$ cat src/rtl/radio_dummy.sv
// radio_dummy: synthetic 1-bit I/Q front end; shared LFSR sky source delayed by ANT_NUM samples.
// Define RADIO_DUMMY_NOISE_EN to add a per-antenna noise LFSR that flips output bits.
module radio_dummy #(
  parameter int          ANT_NUM   = 0,
  parameter int          MAX_DELAY = 24,
  parameter logic [15:0] SRC_SEED  = 16'hACE1
) (
  input  logic clk16,
  input  logic rst_n,
  input  logic i1,
  input  logic q1,
  output logic data_i,
  output logic data_q
);
  localparam int STAGES = (ANT_NUM < MAX_DELAY) ? ANT_NUM : MAX_DELAY - 1;
  logic [15:0] src;
  logic [1:0]  cur, del;
  logic        fi, fq, i1_unused, q1_unused;
  assign cur = {src[0], src[8]};
  generate
    if (STAGES == 0) begin : g_bypass
      assign del = cur;
    end else begin : g_line
      logic [1:0] line [STAGES];
      always_ff @(posedge clk16 or negedge rst_n)
        if (!rst_n) begin
          for (int j = 0; j < STAGES; j++) line[j] <= '0;
        end else begin
          line[0] <= cur;
          for (int j = 1; j < STAGES; j++) line[j] <= line[j-1];
        end
      assign del = line[STAGES-1];
    end
  endgenerate
`ifdef RADIO_DUMMY_NOISE_EN
  localparam logic [7:0] ANT8 = 8'(ANT_NUM);
  logic [15:0] noise;
  always_ff @(posedge clk16 or negedge rst_n)
    if (!rst_n) noise <= {8'h5A, ANT8 ^ 8'hC3};
    else        noise <= {noise[0] ^ noise[1] ^ noise[3] ^ noise[12], noise[15:1]};
  assign fi = noise[0] & noise[1];
  assign fq = noise[2] & noise[3];
`else
  assign fi = 1'b0;
  assign fq = 1'b0;
`endif
  always_ff @(posedge clk16 or negedge rst_n)
    if (!rst_n) begin
      src       <= SRC_SEED;
      data_i    <= 1'b0;
      data_q    <= 1'b0;
      i1_unused <= 1'b0;
      q1_unused <= 1'b0;
    end else begin
      src       <= {src[0] ^ src[2] ^ src[3] ^ src[5], src[15:1]};
      data_i    <= del[1] ^ fi;
      data_q    <= del[0] ^ fq;
      i1_unused <= i1;
      q1_unused <= q1;
    end
endmodule

$ cat config.mk
export PLATFORM = sky130hd
export DESIGN_NAME = radio_dummy
export DESIGN_NICKNAME = d
export VERILOG_FILES = /design/src/rtl/radio_dummy.sv
export SDC_FILE = /design/constraint.sdc
export NUM_CORES = 1
export LEC_CHECK = 0
export ABC_AREA = 1
export CAP_MARGIN = 10
export CORE_AREA = 2 2 39 41
export CTS_CLUSTER_DIAMETER = 60
export DETAILED_ROUTE_END_ITERATION = 10
export DIE_AREA = 0 0 41 43
export GPL_TIMING_DRIVEN = 0
export SLEW_MARGIN = 20
export SYNTH_ARGS = -nofsm -noshare
export SYNTH_HDL_FRONTEND = slang
export SYNTH_SLANG_ARGS = --single-unit
export TNS_END_PERCENT = 5
$ cat constraint.sdc
create_clock -name clk16 -period 1 [get_ports clk16]
set_clock_uncertainty 0.1 [all_clocks]
set_input_delay 0.2 -clock clk16 [delete_from_list [all_inputs] [get_ports clk16]]
set_output_delay 0.2 -clock clk16 [all_outputs]
set_load 0.01 [all_outputs]
Yosys cells after proc, flatten, opt, wreduce, memory -nomap -nowiden
Index checks and enable logic that the tools add are counted.

Word-level logic and storage cells: 6. Bits in registers: 18. Output and inout bits: 2.

Bitwise gates (word level): 3.

Operators with widths (number): bitwise XOR 1 bit (3).

Logic depth before layout (Yosys ltp)
Word-level depth: 3. Mapped depth: 5. Gate-level depth less buffers: 5.

Worst setup path after synthesis
OpenSTA, ideal clock, no wires.

Path kind: register to register. Start: reg src[5]. End: reg src[15]. Slack: 69 ps. Period minus slack after synthesis: 931 ps. Setup time: 75 ps. Stages on the path, launching flop included: 6. Data arrival time: 756 ps. Path through: dfstp_2 -> nand2_1 -> inv_1 -> nor2_2 -> nand2_1 -> nand2_1.

Word-level cells in the longest chain between the ends: 1.

Ends and longest elaborated chain: start, declared (line 16) `logic [15:0] src;`; start signal, assigned (line 55) `src <= {src[0] ^ src[2] ^ src[3] ^ src[5], src[15:1]};`; bitwise XOR 1 bit (line 55).

No other way between the ends.

Worst setup path after layout
Start: reg data_i. End: out data_i.

RTL lines: start, declared (line 12) `output logic data_i,`; start signal, assigned (line 56) `data_i <= del[1] ^ fi;`.

No word-level cell between the ends.

==> results.md <==
* Outcome: complete, but fails checks
* Failing checks: negative hold slack, negative setup slack
* Multiplexer area fraction after synthesis at 0%
* Die ar. at 0.00176 mm²
* Pins Over Slew Limit at 0
* Unrepaired setup endpoints after global routing: true
* Worst Path Buf+Inv at 1
* CTS max path bufs at 2
* WL per Instance at 11.8 µm
* Cell variety after synth at 7
* Top-count cell post-synth: dfrtp_1
* Maximum vdd drop at 0.000974 V
* Area growth syn-to-layout at 14.8%
* Util after Layout at 44.1%
* CP Max Fanout at 1
* Commonest register cell after synthesis: dfrtp_1
* Top cell type's share of synthesized area at 47.1%
* Root Buffer: clkbuf_4
* Hold WS at -0.140 ns
* I/O Buffers at 3
* Starting Density at 38.4%
* Placer congestion estimate at 0.696
* Drt drc at 0
* Post-DR vias/cell at 4.29
* HP Class: in2async
* Via count at 249
* Syn Nets at 39
* Nets@finish at 47
* Worst-path clk slew at 0.10 ns
* YS warnings at 0
* Compound-gate portion of the synthesized area at 0%
* Post-synthesis adder-cell area fraction at 0%
* Top cell family by delay on the critical path: flip-flops
* Max-cap violations at 0
* Worst path max stage delay at 0.37 ns
* Final Setup Violations at 3
* GR Overflow Total at 0
* Fmax at 926 MHz
* Crit path DAT at 0.78 ns
* Synthesized cell area at 532 µm²
* Leading area contributor after synthesis: dfrtp_1
* Antenna-violating nets left at 0
* Total Wirelength at 684 µm
* First DRT Iteration DRCs at 3
* Hold Violations, Final at 10
* Post-CTS setup buffer count at 0
* N_diodes at 0
* Fillers at 133
* Simple logic cell fraction of the synthesized area at 8.24%
* Largest family of logic cells by synthesized area: simple AND/OR/NAND/NOR gates
* Post-synth EDFFs at 0
* Cell Rows at 14
* CORE AREA at 0.00138 mm²
* Sequential cell area fraction in the yosys report at 86.6%
* Pwr/cell area at 1910 mW/mm²
* Total CTS buffers at 3
* Router iterations before antenna repair at 3
* Clock Sinks at 18
* Mean Syn Cell Area at 15.2 µm²
* Crit. Startpoint: data_i
* Layout cells sized above 1 at 35.7%
* Crit path cell chain: buf_2
* Largest net degree at the start of global routing at 19
* Worst slew margin at 50.3%
* Async SR Flop Fraction at 100%
* Startpoint Class: flip-flop
* First-pass GRT wire length at 1190 µm
* Max stage delay cell, worst path: dfrtp_1
* Flop-to-flop setup slack at -0.03 ns
* Detail Placement HPWL at 435 µm
* Critical path class: reg2out
* CTS tree: built
* Final min period at 1.08 ns
* Tot GR Track Use at 11.0%
* CP Capture Type: primary output
* WP data required at 0.70 ns
* Reg2Reg Launch Point: src[5]
* DIE WIDTH at 41 µm
* Leak at 0.307 nW
* Vias in the first global route at 267
* Syn Inst Count at 35
* Fin crit share at 108%
* Tightest Pin Transition at 0.744 ns
* Synthesis-stage register bit count at 18
* I/O pin total at 6
* CTS Hold Bufs at 0
* Synth Area in XOR/XNOR at 1.65%
* Initial antenna violation count at 0
* Area contributors post-synth: dfrtp_1, dfstp_2, nand2_1
* Die height at 43 µm
* Final worst slack at -0.0795 ns
* Clock Latency Late Sink at 0.28 ns
* Top cells by count, synth: dfrtp_1, nand2_1, dfstp_2
* H-tree levels at 1
-- final cells by class --
class	instances	area (µm²)	area share (%)
repair buffers	3	22.5	3.69
well taps	16	20.0	3.28
inverters	5	18.8	3.07
multi-input cells	12	52.6	8.61
flip-flops and latches	18	460	75.4
clock buffers	4	36.3	5.94
-- repair_timing --
action	in CTS	in global routing
gates cloned	0	0
endpoints found under the hold margin	0	10
endpoints found under the setup margin	3	11
resized for setup	8	1
-- kinds of logic after synthesis --
family                 count (synthesis)
flip-flops                            18
buffers and inverters                  5
XOR/XNOR                               1
AND/OR/NAND/NOR                       11
-- power breakdown --
part	internal, W	switching (W)
Sequential	0.000729	0
Combinational	0.00000323	0.0000125
Clock	0.000221	0.000201
Total	0.000954	0.000213
-- layout by cell type (no fill, tap or decap), drive strengths merged --
| cell | instances |
|---|---|
| dlymetal6s2s | 1 |
| nor2 | 2 |
| clkbuf | 4 |
| dfstp | 8 |
| inv | 5 |
| nand2 | 9 |
| xnor2 | 1 |
| dfrtp | 10 |
| buf | 2 |
-- routing by layer --
metal / up-vias / routed length (µm) / global-route usage, %
met3: 0 / 50 / 7.85
met5: - / 0 / 0
met1: 128 / 297 / 14.2
met2: 6 / 336 / 14.1
met4: 0 / 0 / 4.00
li1: 115 / - / -
-- per-stage QoR --
| stage | instance area (µm²) | cells | total power (W) | setup WS (ns) | setup TNS (ns) |
|---|---|---|---|---|---|
| floorplan | 532 | 35 | 0.000742 | 0.0687 | 0 |
| global placement | 582 | 54 | 0.000758 | -0.217 | -3.76 |
| detailed placement | 582 | 54 | 0.000759 | -0.270 | -4.58 |
| CTS | 608 | 58 | 0.00119 | -0.0980 | -0.233 |
| global route | 611 | 58 | 0.00124 | -0.146 | -0.390 |
| finish | 611 | 58 | 0.00117 | -0.0795 | -0.186 |
-- sequential cells by signal, summed over array words and instances, names as in the netlist --
name,count
src,16
data_q,1
data_i,1
-- worst paths after layout --
check                                to  cells after the start
worst max-delay path             data_i                      1
worst min-delay path             data_i                      1
worst max register to register  src[15]                      5
worst min register to register   src[0]                      0
max in group asynchronous       src[12]                      1
min in group clk16               src[0]                      0
No activity file was read; power rests on OpenSTA's default activity.
